File: config.mk
export PLATFORM = sky130hd
export DESIGN_NAME = spi_slave_regif
export DESIGN_NICKNAME = d
export VERILOG_FILES = /design/src/rtl/spi_pkg.sv /design/src/rtl/spi_sync_edge.sv /design/src/rtl/spi_slave_regif.sv
export SDC_FILE = /design/constraint.sdc
export NUM_CORES = 1
export LEC_CHECK = 0
export CAP_MARGIN = 20
export CORE_AREA = 2 2 114 61
export CTS_CLUSTER_DIAMETER = 200
export DETAILED_ROUTE_END_ITERATION = 6
export DIE_AREA = 0 0 116 63
export SETUP_SLACK_MARGIN = 0.4
export SLEW_MARGIN = 20
export SYNTH_ARGS = -nofsm -noshare
export SYNTH_HDL_FRONTEND = slang
export SYNTH_SLANG_ARGS = --single-unit
export TNS_END_PERCENT = 20
File: constraint.sdc
create_clock -name clk_i -period 2.7 [get_ports clk_i]
set_input_delay 0.405 -clock clk_i [delete_from_list [all_inputs] [get_ports clk_i]]
set_output_delay 0.405 -clock clk_i [all_outputs]
set_load 0.01 [all_outputs]
File: src/rtl/spi_pkg.sv
// Shared constants and state type for the SPI register-access slave.
package spi_pkg;

    localparam int unsigned SPI_ADDR_W  = 7;
    localparam int unsigned SPI_DATA_W  = 8;
    localparam int unsigned SPI_FRAME_W = 16;
    localparam int unsigned SPI_RW_BIT  = 15;

    typedef enum logic [1:0] {
        StIdle,
        StCmd,
        StData,
        StDone
    } spi_state_e;

endpackage

File: src/rtl/spi_sync_edge.sv
// Multi-flop synchronizer for one asynchronous input, with single-cycle
// rise/fall pulses derived from the last two synchronized samples.
module spi_sync_edge #(
    parameter int unsigned SYNC_STAGES = 2,
    parameter logic        RESET_VAL   = 1'b0
) (
    input  logic clk_i,
    input  logic rst_i,
    input  logic async_i,
    output logic level_o,
    output logic rise_o,
    output logic fall_o
);

    logic [SYNC_STAGES-1:0] sync_q;
    logic                   prev_q;

    // Synchronizer chain plus one extra sample for edge detection.
    always_ff @(posedge clk_i) begin
        if (rst_i) begin
            sync_q <= {SYNC_STAGES{RESET_VAL}};
            prev_q <= RESET_VAL;
        end else begin
            sync_q <= {sync_q[SYNC_STAGES-2:0], async_i};
            prev_q <= sync_q[SYNC_STAGES-1];
        end
    end

    assign level_o = sync_q[SYNC_STAGES-1];
    assign rise_o  = sync_q[SYNC_STAGES-1] & ~prev_q;
    assign fall_o  = ~sync_q[SYNC_STAGES-1] & prev_q;

endmodule

File: src/rtl/spi_slave_regif.sv
// SPI slave (SCLK idle high, sample on rise, drive on fall) that decodes a
// R/W + address + data frame into single-cycle register-bus strobes.
module spi_slave_regif
    import spi_pkg::*;
#(
    parameter int unsigned ADDR_W      = SPI_ADDR_W,
    parameter int unsigned DATA_W      = SPI_DATA_W,
    parameter int unsigned FRAME_W     = SPI_FRAME_W,
    parameter int unsigned SYNC_STAGES = 2
) (
    input  logic              clk_i,
    input  logic              rst_i,
    input  logic              sclk_i,
    input  logic              csn_i,
    input  logic              mosi_i,
    output logic              miso_o,
    output logic [ADDR_W-1:0] reg_addr_o,
    output logic [DATA_W-1:0] reg_wdata_o,
    output logic              reg_wr_en_o,
    output logic              reg_rd_en_o,
    input  logic [DATA_W-1:0] reg_rdata_i,
    output logic              frame_err_o
);

    localparam int unsigned CMD_W   = FRAME_W - DATA_W;
    localparam int unsigned SHIFT_W = (ADDR_W + 1 > DATA_W) ? ADDR_W + 1 : DATA_W;
    localparam int unsigned CNT_W   = $clog2(FRAME_W + 1);
    localparam int unsigned FLUSH   = SYNC_STAGES + 1;
    localparam int unsigned FL_W    = $clog2(FLUSH + 1);

    logic sclk_s, sclk_rise, sclk_fall;
    logic csn_s, csn_rise, csn_fall;
    logic mosi_s, mosi_rise, mosi_fall;
    logic unused_mosi_edges;

    spi_sync_edge #(.SYNC_STAGES(SYNC_STAGES), .RESET_VAL(1'b1)) u_sync_sclk (
        .clk_i  (clk_i),
        .rst_i  (rst_i),
        .async_i(sclk_i),
        .level_o(sclk_s),
        .rise_o (sclk_rise),
        .fall_o (sclk_fall)
    );

    spi_sync_edge #(.SYNC_STAGES(SYNC_STAGES), .RESET_VAL(1'b1)) u_sync_csn (
        .clk_i  (clk_i),
        .rst_i  (rst_i),
        .async_i(csn_i),
        .level_o(csn_s),
        .rise_o (csn_rise),
        .fall_o (csn_fall)
    );

    spi_sync_edge #(.SYNC_STAGES(SYNC_STAGES), .RESET_VAL(1'b0)) u_sync_mosi (
        .clk_i  (clk_i),
        .rst_i  (rst_i),
        .async_i(mosi_i),
        .level_o(mosi_s),
        .rise_o (mosi_rise),
        .fall_o (mosi_fall)
    );

    assign unused_mosi_edges = mosi_rise ^ mosi_fall ^ sclk_s;

    spi_state_e          state_q, state_d;
    logic [CNT_W-1:0]    bit_cnt_q, bit_cnt_d, cnt_inc;
    logic [SHIFT_W-2:0]  rx_shift_q, rx_shift_d;
    logic [SHIFT_W-1:0]  rx_next;
    logic [DATA_W-1:0]   tx_shift_q, tx_shift_d;
    logic                rw_q, rw_d;
    logic                miso_q, miso_d;
    logic [ADDR_W-1:0]   addr_q, addr_d;
    logic [DATA_W-1:0]   wdata_q, wdata_d;
    logic                wr_en_q, wr_en_d;
    logic                rd_en_q, rd_en_d;
    logic                rd_dly_q;
    logic                ferr_q, ferr_d;
    logic [FL_W-1:0]     flush_cnt_q;
    logic                armed_q;
    logic                sclk_ok, rise_ok, fall_ok, last_bit;

    // csn_rise lets the edge seen in the same clk as csn deassertion count.
    assign sclk_ok  = ~csn_s | csn_rise;
    assign rise_ok  = sclk_rise & sclk_ok;
    assign fall_ok  = sclk_fall & sclk_ok;
    assign rx_next  = {rx_shift_q, mosi_s};
    assign cnt_inc  = bit_cnt_q + CNT_W'(1);
    assign last_bit = rise_ok && (cnt_inc == CNT_W'(FRAME_W));

    // Frame FSM next-state, shift registers and strobe generation.
    always_comb begin
        state_d    = state_q;
        bit_cnt_d  = bit_cnt_q;
        rx_shift_d = rx_shift_q;
        tx_shift_d = tx_shift_q;
        rw_d       = rw_q;
        miso_d     = miso_q;
        addr_d     = addr_q;
        wdata_d    = wdata_q;
        wr_en_d    = 1'b0;
        rd_en_d    = 1'b0;
        ferr_d     = 1'b0;

        if (rd_dly_q) begin
            tx_shift_d = reg_rdata_i;
        end

        unique case (state_q)
            StIdle: begin
                miso_d    = 1'b0;
                bit_cnt_d = '0;
                if (csn_fall && armed_q) begin
                    state_d = StCmd;
                end
            end
            StCmd: begin
                if (csn_rise) begin
                    ferr_d  = 1'b1;
                    miso_d  = 1'b0;
                    state_d = StIdle;
                end else if (rise_ok) begin
                    rx_shift_d = rx_next[SHIFT_W-2:0];
                    bit_cnt_d  = cnt_inc;
                    if (cnt_inc == CNT_W'(CMD_W)) begin
                        rw_d    = rx_next[ADDR_W];
                        addr_d  = rx_next[ADDR_W-1:0];
                        rd_en_d = ~rx_next[ADDR_W];
                        state_d = StData;
                    end
                end
            end
            StData: begin
                if (fall_ok && !rw_q) begin
                    miso_d     = tx_shift_q[DATA_W-1];
                    tx_shift_d = {tx_shift_q[DATA_W-2:0], 1'b0};
                end
                if (last_bit) begin
                    rx_shift_d = rx_next[SHIFT_W-2:0];
                    bit_cnt_d  = cnt_inc;
                    if (rw_q) begin
                        wdata_d = rx_next[DATA_W-1:0];
                        wr_en_d = 1'b1;
                    end
                    if (csn_rise) begin
                        miso_d  = 1'b0;
                        state_d = StIdle;
                    end else begin
                        state_d = StDone;
                    end
                end else if (csn_rise) begin
                    ferr_d  = 1'b1;
                    miso_d  = 1'b0;
                    state_d = StIdle;
                end else if (rise_ok) begin
                    rx_shift_d = rx_next[SHIFT_W-2:0];
                    bit_cnt_d  = cnt_inc;
                end
            end
            StDone: begin
                if (csn_rise) begin
                    miso_d  = 1'b0;
                    state_d = StIdle;
                end
            end
            default: state_d = StIdle;
        endcase
    end

    // State and datapath registers.
    always_ff @(posedge clk_i) begin
        if (rst_i) begin
            state_q    <= StIdle;
            bit_cnt_q  <= '0;
            rx_shift_q <= '0;
            tx_shift_q <= '0;
            rw_q       <= 1'b0;
            miso_q     <= 1'b0;
            addr_q     <= '0;
            wdata_q    <= '0;
            wr_en_q    <= 1'b0;
            rd_en_q    <= 1'b0;
            rd_dly_q   <= 1'b0;
            ferr_q     <= 1'b0;
        end else begin
            state_q    <= state_d;
            bit_cnt_q  <= bit_cnt_d;
            rx_shift_q <= rx_shift_d;
            tx_shift_q <= tx_shift_d;
            rw_q       <= rw_d;
            miso_q     <= miso_d;
            addr_q     <= addr_d;
            wdata_q    <= wdata_d;
            wr_en_q    <= wr_en_d;
            rd_en_q    <= rd_en_d;
            rd_dly_q   <= rd_en_q;
            ferr_q     <= ferr_d;
        end
    end

    // After reset the synchronizers hold fake idle values; only accept a csn
    // fall once real samples have flushed through and csn was seen high, so
    // a frame cut by reset is ignored until csn toggles.
    always_ff @(posedge clk_i) begin
        if (rst_i) begin
            flush_cnt_q <= '0;
            armed_q     <= 1'b0;
        end else begin
            if (flush_cnt_q != FL_W'(FLUSH)) begin
                flush_cnt_q <= flush_cnt_q + FL_W'(1);
            end else if (csn_s) begin
                armed_q <= 1'b1;
            end
        end
    end

    assign miso_o      = miso_q;
    assign reg_addr_o  = addr_q;
    assign reg_wdata_o = wdata_q;
    assign reg_wr_en_o = wr_en_q;
    assign reg_rd_en_o = rd_en_q;
    assign frame_err_o = ferr_q;

endmodule

==> summary.txt, run 1 <==
Outcome
  • Status: complete, no violations

Die
  • Core Footprint: 6360 sq um
  • Die width: 116 um
  • Rows: 21
  • Die area: 7310 sq um
  • Starting density of the core: between 30% and 40%
  • Die Y: 63 um
  • I/O pins: 32

Synth
  • Post-Synth Adder-Cell Area: between 4 and 5%
  • Cells taking the most area after synthesis: dfxtp_1 (44%), mux2i_1 (13%), ha_1 (4.6%), nand2b_1 (4.3%), nor2_1 (4.1%)
  • Sequential fraction of the synthesis area: around 44%
  • Post-synthesis mux area share: 13.5%
  • Post-synthesis compound-gate area fraction: 14.4%
  • EDFF count, synth: 0
  • Largest area contributor in the netlist: dfxtp_1
  • Synth Net Count: roughly 280
  • Flops & latches, synth: 54
  • Post-synth top flop: dfxtp_1
  • Synth warn: 0
  • Post-synthesis simple-gate area fraction: between 10% and 20%
  • Syn Inst Count: around 260
  • Most common cell in the netlist: dfxtp_1
  • Share of the synthesized area in the top cell type: around 44%
  • Fraction of registers with async set/reset: 0%
  • Synth Cell Area: approximately 2500 sq um
  • Syn_area_per_cell: 9.57 sq um
  • Largest family of logic cells by synthesized area: simple AND/OR/NAND/NOR gates
  • Top cells by count, synth: dfxtp_1 (54), mux2i_1 (33), nor2_1 (27), nand2b_1 (17), a211oi_1 (12)
  • Distinct cells, synth: between 40 and 50
  • Xor-xnor portion of the synthesized cell area: less than 1%

Power and ir drop
  • PD cells: 589 nW/um^2
  • Leak: around 1.1 nW
  • Peak VDD IR: approximately 0.25 mV

Clock tree
  • Num Clock Sinks: between 50 and 60
  • Hold-fix buffers, CTS: 0
  • Worst-Skew Late Latency: between 0.2 and 0.3 ns
  • Root buffer cell: clkbuf_16
  • CTS tree: built
  • Setup Buffers After CTS: 0
  • Max clock buf depth: 2
  • H-tree depth: 2
  • TritonCTS Buffers: 5
  • Reg clk slew, reported paths: 0.07 ns

STA
  • Min cycle time layout: approximately 2.2 ns
  • Setup_tns: 0 ns
  • Slew margin rel.: 61.7%
  • Setup violators final: 0
  • Final hold vios: 0
  • Final Cycle Share: between 80% and 90%
  • Setup ws final: approximately 0.50 ns
  • Fin Clk Skew: 0.00438 ns
  • Peak Freq: approximately 0.45 GHz
  • Worst Tran Pin Value: between 0.5 and 0.6 ns
  • RSZ-0062 raised after global routing: true
  • Slew Viols, Final: 0

Global routing
  • Number of global-route vias before repair: 1723
  • Largest net degree at the start of global routing: between 40 and 50
  • First-pass GRT wire length: ~9000 um
  • Initial antenna violation count: 0
  • GRT Util Overall: between 10% and 20%
  • Remaining global-route overflow: 0

Final layout
  • Final core utilization: approximately 48%
  • Layout cells sized above 1: 10.1%
  • Area Growth Syn to Fin: 24.1%
  • Filler instances: ~600
  • Layout net count: roughly 310
  • Antenna cell count: 0

Drt
  • Antenna viol nets, final: 0
  • DR WL/cell: approximately 14 um
  • DR vias: 1850
  • Iter 0 DRT Violations: 128
  • First-pass DRT Iterations: 6
  • Vias per inst: about 5
  • Drt total wl: between 5000 and 6000 um
  • DR DRC count: 0

Critical path
  • Slowest stage delay, CP: 0.45 ns
  • Critical Path Fanout Max: 8
  • Critical path arrival: between 2 and 2.5 ns
  • Crit path capture type: flip-flop
  • WS Path Type: reg2reg
  • CP Launch Type: flip-flop
  • Crit path cell chain: ha_1 -> xnor2_1 -> nand4_1 -> or3_1 -> o21ai_0 -> o22ai_1
  • Slowest cell on crit path: dfxtp_1
  • Worst Path Required: 2.86 ns

Min path
  • Worst min path class: reg2reg

Placement
  • I/O Buffers: 31
  • Final Wtd Congestion: between 0.9 and 1
  • Pre-CTS setup slack: 0.546 ns
  • Post-DP HPWL: approximately 3800 um

Flow run
  • Max-cap violation count: 0
cell type report:
cell class | count | area (sq um) | share of cell area, %
multi-input combinational | 180 | 1280 | 42.2
clock inverter | 2 | 38.8 | 1.27
tap | 92 | 115 | 3.78
clock buffer | 6 | 139 | 4.56
inverter | 8 | 30.0 | 0.987
sequential | 54 | 1080 | 35.5
timing repair buffer | 37 | 355 | 11.7
state kept, by name, indices dropped and copies added (netlist names), 2 cells and up:
name	count
reg_wdata_o	8
state_q	2
bit_cnt_q	5
u_sync_mosi.sync_q	2
flush_cnt_q	2
reg_addr_o	7
u_sync_csn.sync_q	2
tx_shift_q	8
u_sync_sclk.sync_q	2
rx_shift_q	7
routing by layer:
metal | global-route usage (%) | up-vias | wire length (um)
li1 | - | 969 | -
met1 | 25.1 | 811 | 2880
met2 | 19.3 | 65 | 1830
met3 | 6.21 | 5 | 437
met4 | 4.46 | 0 | 48
met5 | 0 | - | 0
report_power, final:
group | internal [mW] | switching (mW)
Sequential | 0.815 | 0.0144
Clock | 0.466 | 0.293
Combinational | 0.0940 | 0.111
stage by stage:
| stage | total power, mW | hold slack, ns | instance area (sq um) | cells |
|---|---|---|---|---|
| 2_1_floorplan | 0.985 | 0.389 | 2450 | 256 |
| 3_3_place_gp | 1.05 | 0.392 | 2860 | 371 |
| 3_5_place_dp | 1.05 | 0.399 | 2860 | 371 |
| 4_1_cts | 1.82 | 0.416 | 3040 | 379 |
| 5_1_grt | 1.87 | 0.424 | 3040 | 379 |
| 6_report | 1.79 | 0.411 | 3040 | 379 |
worst paths after layout:
check / start / to / slack (ns) / cells after the start
worst min register to register: u_sync_csn.sync_q[0]$_SDFF_PP1_ / u_sync_csn.sync_q[1]$_SDFF_PP1_ / 0.41 / 1
worst max-delay path: bit_cnt_q[0]$_SDFFE_PP0P_ / bit_cnt_q[1]$_SDFFE_PP0P_ / 0.50 / 6
worst max register to register: bit_cnt_q[0]$_SDFFE_PP0P_ / bit_cnt_q[1]$_SDFFE_PP0P_ / 0.50 / 6
worst min-delay path: u_sync_csn.sync_q[0]$_SDFF_PP1_ / u_sync_csn.sync_q[1]$_SDFF_PP1_ / 0.41 / 1
worst max-delay path: cells and delay by family (launching register included):
| kind | cells | cell delay (ns) |
|---|---|---|
| AND/OR/NAND/NOR | 2 | 0.60 |
| AO/OA/AOI/OAI | 2 | 0.48 |
| XOR/XNOR | 1 | 0.19 |
| adder cells (fa/ha/maj) | 1 | 0.36 |
| flip-flops | 1 | 0.45 |
repair_timing:
action	in CTS	in global routing
hold endpoints to repair	0	0
resized for setup	0	1
endpoints found under the setup margin	0	15
logic make-up (layout without fill, tap and decap cells):
family	count (synthesis)	in the layout
AND/OR/NAND/NOR	87	87
flip-flops	54	54
AO/OA/AOI/OAI	49	49
multiplexers	33	33
buffers and inverters	22	53
adder cells (fa/ha/maj)	9	9
XOR/XNOR	2	2
placed cells by master (no fill, tap or decap), types with 2 or more instances in the layout:
master	netlist	final
ha_1	9	9
buf_4	0	6
a31oi_1	3	3
nand3_1	4	4
inv_1	8	8
nand2b_1	17	17
a211o_1	2	2
nor3_1	6	6
mux2i_1	33	33
a2111oi_2	2	2
a211oi_1	12	12
o211ai_1	2	2
nor2b_1	6	6
nand4_1	2	2
nand2_1	5	5
clkdlybuf4s50_1	0	31
a21oi_1	7	7
dfxtp_1	54	54
or2_2	6	6
or3_1	2	2
nor3b_1	4	4
nor2_1	27	27
o21ai_0	8	8
clkbuf_16	0	5
No activity file was read; power rests on OpenSTA's default activity.
==> run 2, diff against run 1 <==
==> constraint.sdc (replaced) <==
create_clock -name clk_i -period 1.9 [get_ports clk_i]
set_input_delay 0.285 -clock clk_i [delete_from_list [all_inputs] [get_ports clk_i]]
set_output_delay 0.285 -clock clk_i [all_outputs]
set_load 0.01 [all_outputs]
==> run 2 against run 1 <==
Net effect:
- setup slack lost 0.44 ns
- first-iteration DRC count grew 19%
- die area is the same
- routed wire length grew 11%
- clock skew grew 0.0026 ns
- clock power grew 41%
- cell count grew 3.2%
- via count grew 5.5%
- sequential power grew 42%
- critical path depth is the same
- power grew 45%
- hold slack is essentially flat
- critical path type unchanged
- critical endpoint is now state_q[1]$_SDFFE_PP0P_
- largest power group unchanged
- highest routed layer unchanged
==> summary.txt, run 2 (same netlist as run 1, synthesis figures left out) <==
Clock tree
  • H-tree depth: 2 (unchanged)
  • Root buffer cell: clkbuf_16 (unchanged)
  • Num Clock Sinks: 54 (unchanged)
  • Worst-Skew Late Latency: 0.29 ns (about the same)
  • Hold-fix buffers, CTS: 0 (unchanged)
  • TritonCTS Buffers: 5 (unchanged)
  • CTS tree: built (unchanged)
  • Max clock buf depth: 2 (unchanged)
  • Reg clk slew, reported paths: 0.07 ns (about the same)

Power and ir drop
  • Part of the power in registers: 45.5% (was 46.2%)
  • Clock share of power: 41.1% (was 42.4%)
  • Switching share of total power: 24.8% (was 23.3%)
  • Peak VDD IR: 0.416 mV (was 0.255 mV)
  • P_int: 1.96 mW (was 1.38 mW)
  • Leak: 1.19 nW (was 1.10 nW)
  • PD cells: 792 nW/um^2 (was 589 nW/um^2)
  • Logic pwr share: 13.4% (was 11.4%)
  • Tot Pwr: 2.60 mW (was 1.79 mW)
  • Net Switching: 0.646 mW (was 0.418 mW)

Drt
  • DR WL/cell: 14.7 um (was 13.7 um)
  • Antenna viol nets, final: 0 (unchanged)
  • First-pass DRT Iterations: 4 (was 6)
  • DR vias: 1951 (was 1850)
  • Drt total wl: 5760 um (was 5200 um)
  • DR DRC count: 0 (unchanged)
  • Vias per inst: 4.99 (was 4.88)
  • Met3 wire length: 390 um (was 437 um)
  • Top sig layer: met4 (unchanged)
  • DR WL met2: 2120 um (was 1830 um)
  • Iter 0 DRT Violations: 152 (was 128)
  • M1 WL: 3210 um (was 2880 um)

STA
  • RSZ-0062 raised after global routing: true (unchanged)
  • Slew Viols, Final: 0 (unchanged)
  • Worst Tran Pin Value: 0.484 ns (was 0.575 ns)
  • Slew margin rel.: 67.7% (was 61.7%)
  • Min cycle time layout: 1.84 ns (was 2.20 ns)
  • Peak Freq: 0.543 GHz (was 0.455 GHz)
  • Tightest hold margin: 0.411 ns (about the same)
  • Setup_tns: 0 ns (unchanged)
  • Final hold vios: 0 (unchanged)
  • Fin Clk Skew: 0.00701 ns (was 0.00438 ns)
  • Setup violators final: 0 (unchanged)
  • Final Cycle Share: 96.9% (was 81.4%)

Placement
  • Post-DP Area: 2970 sq um (was 2860 sq um)
  • Final Wtd Congestion: 0.924 (was 0.960)
  • I/O Buffers: 31 (unchanged)
  • Post-DP HPWL: 3970 um (was 3840 um)

Critical path
  • Critical path arrival: 2.03 ns (was 2.36 ns)
  • Flop2flop setup slack: 0.06 ns (was 0.50 ns)
  • RR Endpoint: state_q[1]$_SDFFE_PP0P_ (was bit_cnt_q[1]$_SDFFE_PP0P_)
  • Worst Path Required: 2.09 ns (was 2.86 ns)
  • Critical Path Fanout Max: 7 (was 8)
  • Critical R2R Launch: state_q[1]$_SDFFE_PP0P_ (was bit_cnt_q[0]$_SDFFE_PP0P_)
  • WS Path Type: reg2reg (unchanged)
  • Worst Reg2Reg Path Length in Cells: 6 (unchanged)
  • CP Launch Type: flip-flop (unchanged)
  • Crit path capture type: flip-flop (unchanged)

Final layout
  • Final core utilization: 51.7% (was 47.9%)
  • Area Growth Syn to Fin: 34.2% (was 24.1%)
  • Layout net count: 320 (was 308)
  • Leading cell type in the layout, fill and taps excluded: dfxtp_1 (unchanged)
  • Final instance area: 3290 sq um (was 3040 sq um)
  • Antenna cell count: 0 (unchanged)
  • Layout cells sized above 1: 21.1% (was 10.1%)
  • Commonest non-fill, non-tap cells in the layout: dfxtp_1 (48), mux2i_1 (32), clkdlybuf4s50_1 (30) (was dfxtp_1 (54), mux2i_1 (33), clkdlybuf4s50_1 (31))
  • Filler instances: 615 (was 611)

Min path
  • Hold Path Depth: 1 (unchanged)
  • Hold Startpoint: u_sync_csn.sync_q[0]$_SDFF_PP1_ (unchanged)
  • Worst min path class: reg2reg (unchanged)
  • Hold EP: u_sync_csn.sync_q[1]$_SDFF_PP1_ (unchanged)

Global routing
  • Remaining global-route overflow: 0 (unchanged)
  • Initial antenna violation count: 0 (unchanged)
  • GRT Util Overall: 16.6% (was 16.0%)
  • First-pass GRT wire length: 9440 um (was 8980 um)
  • Number of global-route vias before repair: 1882 (was 1723)
  • Largest net degree at the start of global routing: 33 (was 43)

Die
  • I/O pins: 32 (unchanged)
  • Starting density of the core: 38.5% (unchanged)
  • Die Y: 63 um (unchanged)
  • Rows: 21 (unchanged)
  • Core Footprint: 6360 sq um (unchanged)
  • Die area: 7310 sq um (unchanged)
  • Die width: 116 um (unchanged)

Flow run
  • Max-cap violation count: 0 (unchanged)

Outcome
  • Status: complete, no violations (unchanged)
## run 2: cell count changes in the layout (fill, tap and decap cells not counted), sizes merged
cell,previous run,this run
buf,6,18
clkbuf,6,5
clkdlybuf4s50,31,30
clkinvlp,0,1
dlymetal6s2s,0,1
## run 2: final cells by class
class | count | area, sq um | area share (%)
clock buffer | 5 | 125 | 3.80
clock inverter | 3 | 48.8 | 1.48
inverter | 8 | 32.5 | 0.989
multi-input combinational | 180 | 1400 | 42.6
sequential | 54 | 1100 | 33.4
tap | 92 | 115 | 3.50
timing repair buffer | 49 | 468 | 14.2
## run 2: how the worst max path moves through the flow
| stage | from | end | slack, ns | cells after the start |
|---|---|---|---|---|
| after global routing | bit_cnt_q[0]$_SDFFE_PP0P_ | reg_addr_o[5]$_SDFFE_PP0P_ | -0.04 | 7 |
| after detailed placement | bit_cnt_q[0]$_SDFFE_PP0P_ | bit_cnt_q[3]$_SDFFE_PP0P_ | 0.03 | 6 |
| final | state_q[1]$_SDFFE_PP0P_ | state_q[1]$_SDFFE_PP0P_ | 0.06 | 6 |
| after CTS | bit_cnt_q[3]$_SDFFE_PP0P_ | reg_rd_en_o$_SDFF_PP0_ | 0.04 | 5 |
| after global placement | bit_cnt_q[0]$_SDFFE_PP0P_ | rx_shift_q[5]$_SDFFE_PP0P_ | 0.04 | 6 |
| after floorplan | bit_cnt_q[0]$_SDFFE_PP0P_ | state_q[1]$_SDFFE_PP0P_ | 0.20 | 7 |
## run 2: power by group through the flow
stage | Sequential, mW | Combinational [mW] | Clock (mW)
after CTS | 1.19 | 0.332 | 1.09
after global placement | 1.21 | 0.307 | 0
after detailed placement | 1.21 | 0.312 | 0
after global routing | 1.19 | 0.384 | 1.13
after floorplan | 1.20 | 0.218 | 0
final | 1.18 | 0.349 | 1.07
## run 2: worst max-delay path, stage by stage (launching register included)
cell       delay [ns]
dfxtp_2          0.36
inv_2            0.14
ha_2             0.27
buf_4            0.16
a2bb2oi_1        0.29
a21oi_1          0.19
a2111oi_4        0.32
## run 2: timing repair
item / CTS / global route
cloned: 0 / 0
resized for setup: 7 / 13
pin swaps: 5 / 9
endpoints found under the setup margin: 40 / 42
setup buffers: 6 / 1
## run 2: layer usage
layer / track usage [%] / up-vias
li1: - / 991
met1: 26.3 / 900
met2: 21.2 / 55
met3: 5.24 / 5
met4: 3.87 / 0
met5: 0 / -
## run 2: metrics by stage
step | worst slack (ns) | std cells
final | 0.0590 | 391
after global routing | -0.0444 | 391
after CTS | 0.0426 | 390
after detailed placement | 0.0269 | 376
after global placement | 0.0370 | 376
after floorplan | 0.197 | 256
